## src/rtl/cpu_pkg.sv

```systemverilog
// Shared encodings for the multicycle sequencer: opcodes, FSM states,
// instruction classes, pc_src selects and error codes.
package cpu_pkg;

  localparam logic [5:0] OP_RTYPE = 6'b000000;
  localparam logic [5:0] OP_J     = 6'b000010;
  localparam logic [5:0] OP_JAL   = 6'b000011;
  localparam logic [5:0] OP_BEQ   = 6'b000100;
  localparam logic [5:0] OP_BNE   = 6'b000101;
  localparam logic [5:0] OP_ADDI  = 6'b001000;
  localparam logic [5:0] OP_SLTI  = 6'b001010;
  localparam logic [5:0] OP_ANDI  = 6'b001100;
  localparam logic [5:0] OP_ORI   = 6'b001101;
  localparam logic [5:0] OP_LW    = 6'b100011;
  localparam logic [5:0] OP_SW    = 6'b101011;
  localparam logic [5:0] OP_HALT  = 6'b111111;

  localparam logic [5:0] FN_JR    = 6'b001000;

  typedef enum logic [2:0] {
    S_IDLE   = 3'd0,
    S_FETCH  = 3'd1,
    S_DECODE = 3'd2,
    S_EXEC   = 3'd3,
    S_MEM    = 3'd4,
    S_WB     = 3'd5,
    S_HALT   = 3'd6
  } seq_state_t;

  typedef enum logic [3:0] {
    CLS_ALU     = 4'd0,
    CLS_JR      = 4'd1,
    CLS_J       = 4'd2,
    CLS_JAL     = 4'd3,
    CLS_BRANCH  = 4'd4,
    CLS_LOAD    = 4'd5,
    CLS_STORE   = 4'd6,
    CLS_HALT    = 4'd7,
    CLS_ILLEGAL = 4'd8
  } instr_class_t;

  localparam logic [1:0] PC_SEQ    = 2'b00;
  localparam logic [1:0] PC_RS     = 2'b01;
  localparam logic [1:0] PC_JUMP   = 2'b10;
  localparam logic [1:0] PC_BRANCH = 2'b11;

  localparam logic [1:0] ERR_NONE    = 2'b00;
  localparam logic [1:0] ERR_ILLEGAL = 2'b01;
  localparam logic [1:0] ERR_TIMEOUT = 2'b10;

  // Control-flow classes finish in EXEC with their own PC update.
  function automatic logic is_ctrl_flow(input instr_class_t cls);
    return (cls == CLS_JR) || (cls == CLS_J) || (cls == CLS_JAL) || (cls == CLS_BRANCH);
  endfunction

  function automatic logic is_mem_op(input instr_class_t cls);
    return (cls == CLS_LOAD) || (cls == CLS_STORE);
  endfunction

endpackage

```

## src/rtl/multicycle_sequencer_if.sv

```systemverilog
// Control/handshake bundle between the multicycle sequencer (master) and the
// memories/datapath (slave). Also carries the FSM state for debug visibility.
interface multicycle_sequencer_if #(
  parameter int CNT_W = 32
);
  import cpu_pkg::*;

  logic             run;
  logic             clear;
  logic [5:0]       opecode;
  logic [5:0]       funct;
  logic             br_taken;
  logic             imem_valid;
  logic             dmem_ready;

  logic             imem_req;
  logic             ir_we;
  logic             write_pc;
  logic [1:0]       pc_src;
  logic             write_reg;
  logic             write_lr;
  logic             dmem_re;
  logic             dmem_we;
  logic             busy;
  logic             halted;
  logic [1:0]       err;
  logic [CNT_W-1:0] instr_count;
  seq_state_t       state;

  // Handshakes: a request (imem_req, dmem_re, dmem_we) stays high until the
  // responder's completion (imem_valid, dmem_ready) is high in the same cycle;
  // the transfer happens on that clock edge and the request drops afterwards.
  modport master (
    input  run, clear, opecode, funct, br_taken, imem_valid, dmem_ready,
    output imem_req, ir_we, write_pc, pc_src, write_reg, write_lr,
           dmem_re, dmem_we, busy, halted, err, instr_count, state
  );

  modport slave (
    output run, clear, opecode, funct, br_taken, imem_valid, dmem_ready,
    input  imem_req, ir_we, write_pc, pc_src, write_reg, write_lr,
           dmem_re, dmem_we, busy, halted, err, instr_count, state
  );

endinterface

```

## src/rtl/seq_decode.sv

```systemverilog
// Combinational instruction classifier: opcode/funct -> instruction class.
module seq_decode
  import cpu_pkg::*;
(
  input  logic [5:0]   opecode,
  input  logic [5:0]   funct,
  output instr_class_t cls
);

  always_comb begin
    cls = CLS_ILLEGAL;
    case (opecode)
      OP_RTYPE: cls = (funct == FN_JR) ? CLS_JR : CLS_ALU;
      OP_J:     cls = CLS_J;
      OP_JAL:   cls = CLS_JAL;
      OP_BEQ,
      OP_BNE:   cls = CLS_BRANCH;
      OP_ADDI,
      OP_SLTI,
      OP_ANDI,
      OP_ORI:   cls = CLS_ALU;
      OP_LW:    cls = CLS_LOAD;
      OP_SW:    cls = CLS_STORE;
      OP_HALT:  cls = CLS_HALT;
      default:  cls = CLS_ILLEGAL;
    endcase
  end

endmodule

```

## src/rtl/multicycle_sequencer.sv

```systemverilog
// Multi-cycle fetch/decode/exec/mem/writeback sequencer for the single-issue core.
// Optional retired-instruction counter enabled by defining INSTR_COUNT_EN.
module multicycle_sequencer
  import cpu_pkg::*;
#(
  parameter int MEM_TIMEOUT = 255,
  parameter int TO_W        = 8,
  parameter int CNT_W       = 32
) (
  input logic                    clk,
  input logic                    rstn,
  multicycle_sequencer_if.master bus
);

  localparam logic [TO_W-1:0] TO_LAST = TO_W'(MEM_TIMEOUT - 1);

  seq_state_t   state;
  seq_state_t   boundary;
  logic [TO_W-1:0] to_cnt;
  logic [1:0]   err_q;
  instr_class_t cls_q;
  instr_class_t dec_cls;
  logic         mem_done;
  logic         retire;
  logic [1:0]   pc_src_c;

  seq_decode u_decode (
    .opecode (bus.opecode),
    .funct   (bus.funct),
    .cls     (dec_cls)
  );

  // run is only sampled at an instruction boundary, never mid-instruction.
  assign boundary = bus.run ? S_FETCH : S_IDLE;
  assign mem_done = (state == S_MEM) && bus.dmem_ready;

  always_comb begin
    retire = 1'b0;
    case (state)
      S_EXEC:  retire = is_ctrl_flow(cls_q);
      S_MEM:   retire = mem_done && (cls_q == CLS_STORE);
      S_WB:    retire = 1'b1;
      default: retire = 1'b0;
    endcase
  end

  always_ff @(posedge clk or negedge rstn) begin
    if (!rstn) begin
      state  <= S_IDLE;
      to_cnt <= '0;
      err_q  <= ERR_NONE;
      cls_q  <= CLS_ALU;
    end else begin
      case (state)
        S_IDLE: begin
          if (bus.run) state <= S_FETCH;
        end
        S_FETCH: begin
          if (bus.imem_valid) begin
            state  <= S_DECODE;
            to_cnt <= '0;
          end else if (to_cnt == TO_LAST) begin
            state  <= S_HALT;
            err_q  <= ERR_TIMEOUT;
            to_cnt <= '0;
          end else begin
            to_cnt <= to_cnt + TO_W'(1);
          end
        end
        S_DECODE: begin
          cls_q <= dec_cls;
          case (dec_cls)
            CLS_HALT:    state <= S_HALT;
            CLS_ILLEGAL: begin
              state <= S_HALT;
              err_q <= ERR_ILLEGAL;
            end
            default:     state <= S_EXEC;
          endcase
        end
        S_EXEC: begin
          if (is_ctrl_flow(cls_q))   state <= boundary;
          else if (is_mem_op(cls_q)) state <= S_MEM;
          else                       state <= S_WB;
        end
        S_MEM: begin
          if (bus.dmem_ready) begin
            state  <= (cls_q == CLS_STORE) ? boundary : S_WB;
            to_cnt <= '0;
          end else if (to_cnt == TO_LAST) begin
            state  <= S_HALT;
            err_q  <= ERR_TIMEOUT;
            to_cnt <= '0;
          end else begin
            to_cnt <= to_cnt + TO_W'(1);
          end
        end
        S_WB: begin
          state <= boundary;
        end
        S_HALT: begin
          if (bus.clear) begin
            state <= S_IDLE;
            err_q <= ERR_NONE;
          end
        end
        default: state <= S_IDLE;
      endcase
    end
  end

  // PC source only matters on cycles that pulse write_pc; it rests at pc+4.
  always_comb begin
    pc_src_c = PC_SEQ;
    if (state == S_EXEC) begin
      case (cls_q)
        CLS_JR:      pc_src_c = PC_RS;
        CLS_J,
        CLS_JAL:     pc_src_c = PC_JUMP;
        CLS_BRANCH:  pc_src_c = bus.br_taken ? PC_BRANCH : PC_SEQ;
        default:     pc_src_c = PC_SEQ;
      endcase
    end
  end

  assign bus.imem_req  = (state == S_FETCH);
  assign bus.ir_we     = (state == S_FETCH) && bus.imem_valid;
  assign bus.write_pc  = retire;
  assign bus.pc_src    = pc_src_c;
  assign bus.write_reg = (state == S_WB);
  assign bus.write_lr  = (state == S_EXEC) && (cls_q == CLS_JAL);
  assign bus.dmem_re   = (state == S_MEM) && (cls_q == CLS_LOAD);
  assign bus.dmem_we   = (state == S_MEM) && (cls_q == CLS_STORE);
  assign bus.busy      = (state != S_IDLE) && (state != S_HALT);
  assign bus.halted    = (state == S_HALT);
  assign bus.err       = err_q;
  assign bus.state     = state;

`ifdef INSTR_COUNT_EN
  logic [CNT_W-1:0] count_q;

  always_ff @(posedge clk or negedge rstn) begin
    if (!rstn)       count_q <= '0;
    else if (retire) count_q <= count_q + CNT_W'(1);
  end

  assign bus.instr_count = count_q;
`else
  assign bus.instr_count = {CNT_W{1'b0}};
`endif

endmodule

```

## src/flat_wrapper.sv

```systemverilog
// flat-port wrapper written by rule: the top's interface ports become plain ports
module multicycle_sequencer_flat import cpu_pkg::*;
#(
  parameter int MEM_TIMEOUT = 255,
  parameter int TO_W        = 8,
  parameter int CNT_W       = 32
)
  (clk, rstn, bus_run, bus_clear, bus_opecode, bus_funct, bus_br_taken, bus_imem_valid, bus_dmem_ready, bus_imem_req, bus_ir_we, bus_write_pc, bus_pc_src, bus_write_reg, bus_write_lr, bus_dmem_re, bus_dmem_we, bus_busy, bus_halted, bus_err, bus_instr_count, bus_state);
  multicycle_sequencer_if #(.CNT_W(CNT_W)) bus_i ();
  input logic clk;
  input logic rstn;
  input wire logic [$bits(bus_i.run)-1:0] bus_run;
  input wire logic [$bits(bus_i.clear)-1:0] bus_clear;
  input wire logic [$bits(bus_i.opecode)-1:0] bus_opecode;
  input wire logic [$bits(bus_i.funct)-1:0] bus_funct;
  input wire logic [$bits(bus_i.br_taken)-1:0] bus_br_taken;
  input wire logic [$bits(bus_i.imem_valid)-1:0] bus_imem_valid;
  input wire logic [$bits(bus_i.dmem_ready)-1:0] bus_dmem_ready;
  output wire logic [$bits(bus_i.imem_req)-1:0] bus_imem_req;
  output wire logic [$bits(bus_i.ir_we)-1:0] bus_ir_we;
  output wire logic [$bits(bus_i.write_pc)-1:0] bus_write_pc;
  output wire logic [$bits(bus_i.pc_src)-1:0] bus_pc_src;
  output wire logic [$bits(bus_i.write_reg)-1:0] bus_write_reg;
  output wire logic [$bits(bus_i.write_lr)-1:0] bus_write_lr;
  output wire logic [$bits(bus_i.dmem_re)-1:0] bus_dmem_re;
  output wire logic [$bits(bus_i.dmem_we)-1:0] bus_dmem_we;
  output wire logic [$bits(bus_i.busy)-1:0] bus_busy;
  output wire logic [$bits(bus_i.halted)-1:0] bus_halted;
  output wire logic [$bits(bus_i.err)-1:0] bus_err;
  output wire logic [$bits(bus_i.instr_count)-1:0] bus_instr_count;
  output wire logic [$bits(bus_i.state)-1:0] bus_state;
  assign bus_i.run = bus_run;
  assign bus_i.clear = bus_clear;
  assign bus_i.opecode = bus_opecode;
  assign bus_i.funct = bus_funct;
  assign bus_i.br_taken = bus_br_taken;
  assign bus_i.imem_valid = bus_imem_valid;
  assign bus_i.dmem_ready = bus_dmem_ready;
  assign bus_imem_req = bus_i.imem_req;
  assign bus_ir_we = bus_i.ir_we;
  assign bus_write_pc = bus_i.write_pc;
  assign bus_pc_src = bus_i.pc_src;
  assign bus_write_reg = bus_i.write_reg;
  assign bus_write_lr = bus_i.write_lr;
  assign bus_dmem_re = bus_i.dmem_re;
  assign bus_dmem_we = bus_i.dmem_we;
  assign bus_busy = bus_i.busy;
  assign bus_halted = bus_i.halted;
  assign bus_err = bus_i.err;
  assign bus_instr_count = bus_i.instr_count;
  assign bus_state = bus_i.state;
  multicycle_sequencer #(.MEM_TIMEOUT(MEM_TIMEOUT), .TO_W(TO_W), .CNT_W(CNT_W)) u_core (.clk(clk), .rstn(rstn), .bus(bus_i));
endmodule
```

## config.mk

```make
export PLATFORM = sky130hd
export DESIGN_NAME = multicycle_sequencer_flat
export DESIGN_NICKNAME = d
export VERILOG_FILES = /design/src/rtl/cpu_pkg.sv /design/src/rtl/multicycle_sequencer_if.sv /design/src/rtl/seq_decode.sv /design/src/rtl/multicycle_sequencer.sv /design/src/flat_wrapper.sv
export SDC_FILE = /design/constraint.sdc
export NUM_CORES = 1
export LEC_CHECK = 0
export CORE_ASPECT_RATIO = 2
export CORE_UTILIZATION = 43
export CTS_CLUSTER_DIAMETER = 100
export DETAILED_ROUTE_END_ITERATION = 10
export GPL_ROUTABILITY_DRIVEN = 0
export GPL_TIMING_DRIVEN = 1
export PLACE_DENSITY_LB_ADDON = 0.2
export SLEW_MARGIN = 15
export SYNTH_ARGS = -nofsm -noshare
export SYNTH_HDL_FRONTEND = slang
export SYNTH_SLANG_ARGS = --single-unit
```

## constraint.sdc

```tcl
create_clock -name clk -period 1.7 [get_ports clk]
set_input_delay 0.425 -clock clk [delete_from_list [all_inputs] [get_ports clk]]
set_output_delay 0.425 -clock clk [all_outputs]
set_load 0.01 [all_outputs]
```

==> flow_metrics.env <==
export IMPL_outcome="finished, violations left"
export IMPL_violations="negative setup slack"
export IMPL_cp_top_family="simple AND/OR/NAND/NOR gates"
export IMPL_hold_viol=0
export IMPL_drc=0
export IMPL_wl_per_cell_um=15.9
export IMPL_synthTopCellsByArea="dfrtp_1 27%, buf_4 15%, nor2_1 4.8%"
export IMPL_hold_class="primary input to asynchronous set/reset pin"
export IMPL_reg2regPathDepth=8
export IMPL_cp_max_fo=5
export IMPL_num_vias=1794
export IMPL_use_met2_pct=49.6
export IMPL_dieArea_um2=3920
export IMPL_drv_slew=0
export IMPL_antenna_found_initial=0
export IMPL_die_w_um=44.8
export IMPL_yosysUniqueCellTypes=50
export IMPL_yosysTopAreaCell="dfrtp_1"
export IMPL_fmax_ghz=0.498
export IMPL_ys_ff_latch=17
export IMPL_synth_common_cells="32 x buf_4, 20 x nor2_1, 17 x dfrtp_1, 17 x nand2_1"
export IMPL_yosysSeqAreaShare_pct=27.0
export IMPL_synth_edf_count=0
export IMPL_drive_above_1_share_pct=44.5
export IMPL_grt_overflow=0
export IMPL_crit_chain="buf_4 -> nor3_4 -> nor3_2 -> nand3_1 -> o21ai_2 -> buf_2"
export IMPL_setup_worst_path_class="register to output pin"
export IMPL_first_global_vias=1703
export IMPL_drv_cap=0
export IMPL_fp_dieH_um=87.5
export IMPL_pin_count=67
export IMPL_cts_buffer_depth=2
export IMPL_drtAntennaViolNets=0
export IMPL_fin_ws_ns=-0.310
export IMPL_endpoint_kind="output pin"
export IMPL_clk_pin_slew_ns=0.07
export IMPL_initial_utilization_pct=45.5
export IMPL_drtIter0Drc=56
export IMPL_hold_ws_ns=0.503
export IMPL_synth_flop_cell="dfrtp_1"
export IMPL_grt_max_degree=18
export IMPL_async_flop_share_pct=100
export IMPL_wl_um=5530
export IMPL_worstPathArrival_ns=1.58
export IMPL_place_hpwl_um=3300
export IMPL_met3_usage_pct=1.24
export IMPL_ir_drop_uv=906
export IMPL_cts_sinks=17
export IMPL_critPathLaunch="u_core.cls_q[0]"
export IMPL_crit_end="bus_write_pc"
export IMPL_core_um2=3450
export IMPL_num_rows=30
export IMPL_fin_crit_sh_pct=118
export IMPL_rrSetupSlack_ns=-0.13
export IMPL_grt_busiest_layer="met2"
export IMPL_synthCells=205
export IMPL_postSynthAreaPerCell_um2=7.67
export IMPL_cpPeakStageDelay_ns=0.44
export IMPL_crit_cells=6
export IMPL_numCtsBuffers=3
export IMPL_reg2reg_from="u_core.bus.state[2]"
export IMPL_yosys_warnings=0
export IMPL_holdBufCountCts=0
export IMPL_cp_required_ns=1.27
export IMPL_port_buffers=34
export IMPL_syn_area_um2=1570
export IMPL_cts_root_buf="clkbuf_8"
export IMPL_n_antenna_cell=0
export IMPL_path_buf_inv=2
export IMPL_setup_viol=18
export IMPL_grt_usage_pct=26.1
export IMPL_r2r_end="u_core.to_cnt[3]"
export IMPL_slowest_stage="dfrtp_2"
export IMPL_layout_nets=321
export IMPL_insertion_delay_ns=0.26
export IMPL_rsz0062_at_grt="true"
export IMPL_yosysTopAreaCellShare_pct=27.0
export IMPL_dr_pass1_iters=4
export IMPL_syn_to_final_growth_pct=74.5
export IMPL_yosysMostFrequentCell="buf_4"
export IMPL_viasPerCell=5.17
export IMPL_clock_skew_final_ns=0.00199
export IMPL_htree_levels=1
export IMPL_leakagePower_nw=1.31
export IMPL_cts_tree="built"
export IMPL_grtUsageMet1_pct=25.5
export IMPL_crit_path_start_kind="register"
export IMPL_grt_pass1_wl_um=7440
export IMPL_post_place_ws_ns=-0.685
export IMPL_fin_crit_ns=2.01
export IMPL_p_per_area_nw_per_um2=1410
## layout make-up
cell class	instances	area (um^2)
Clock buffer	3	41.3
Timing Repair Buffer	101	911
Sequential cell	17	427
Multi-Input combinational cell	173	1280
Clock inverter	1	5.00
Tap cell	48	60.1
Inverter	4	15.0
Fill cell	228	709
## layout by cell type (no fill, tap or decap), drive strengths merged, types with 3 or more instances in the layout
master / synthesis / routed
nand2: 17 / 17
nand2b: 10 / 10
clkbuf: 7 / 5
dlygate4sd2: 0 / 5
and3: 5 / 5
nor2b: 5 / 5
xor2: 3 / 3
conb: 1 / 32
nor2: 20 / 20
clkdlybuf4s50: 0 / 14
nand3: 9 / 9
buf: 35 / 76
nor3: 6 / 6
a21oi: 10 / 10
and2: 3 / 3
dfrtp: 17 / 17
inv: 4 / 4
o21ai: 10 / 10
## worst register-to-register path: stages (launching register included)
cell	delay (ns)
dfrtp_1	0.42
or3b_4	0.43
buf_6	0.13
buf_6	0.11
mux2i_2	0.14
and2_4	0.18
nor2_4	0.10
buf_6	0.16
nor2_2	0.05
## cells by family after synthesis
group                    after synthesis  share of synthesized area, %
AO/OA/AOI/OAI                         43                          18.3
XOR/XNOR                               5                          2.78
adder cells (fa/ha/maj)                2                          1.59
buffers and inverters                 46                          18.9
flip-flops                            17                          27.0
multiplexers                           2                          1.35
other                                  1                         0.238
AND/OR/NAND/NOR                       89                          29.8
## flip-flops by register name, summed over array words and instances (netlist names)
name	flops
u_core.cls_q	4
u_core.to_cnt	8
u_core.bus.err	2
u_core.bus.state	3
## per-layer routing
metal | vias up | part of all wire, %
met1 | 845 | 33
met5 | - | 0
met4 | 0 | 3.9
met3 | 19 | 4.0
met2 | 90 | 59
li1 | 840 | -
## worst min path at each step
stage	start	end	depth (start not counted)
after floorplan	rstn	u_core.bus.err[0]	0
after CTS	rstn	u_core.to_cnt[1]	2
after global placement	u_core.bus.err[1]	u_core.bus.err[1]	1
final	rstn	u_core.bus.err[0]	2
after global routing	rstn	u_core.bus.err[1]	2
after detailed placement	u_core.bus.err[1]	u_core.bus.err[1]	1
## per-stage QoR
step / TNS (ns) / power [mW] / util (%) / cells / instance area (um^2)
finish: -2.54 / 3.86 / 79.5 / 347 / 2740
global route: -2.97 / 4.05 / 79.5 / 347 / 2740
CTS: -2.01 / 3.16 / 70.3 / 340 / 2430
detailed placement: -6.29 / 2.53 / 64.2 / 325 / 2220
global placement: -6.07 / 2.52 / 64.2 / 325 / 2220
floorplan: -0.0168 / 1.62 / - / 236 / 1720
## report_power, final
part / total [mW] / internal, mW / leakage (nW) / switching [mW]
Combinational: 2.87 / 1.55 / 1.06 / 1.32
Clock: 0.320 / 0.163 / 0.0255 / 0.157
Sequential: 0.678 / 0.528 / 0.222 / 0.150
Total: 3.86 / 2.24 / 1.31 / 1.63
## what timing repair did
action | CTS | global route
setup endpoints to repair | 21 | 23
setup buffers | 10 | 8
hold endpoints to repair | 0 | 0
gates resized for setup | 79 | 58
pin swaps | 15 | 16
cloned | 1 | 1
No activity file was read; power rests on OpenSTA's default activity.
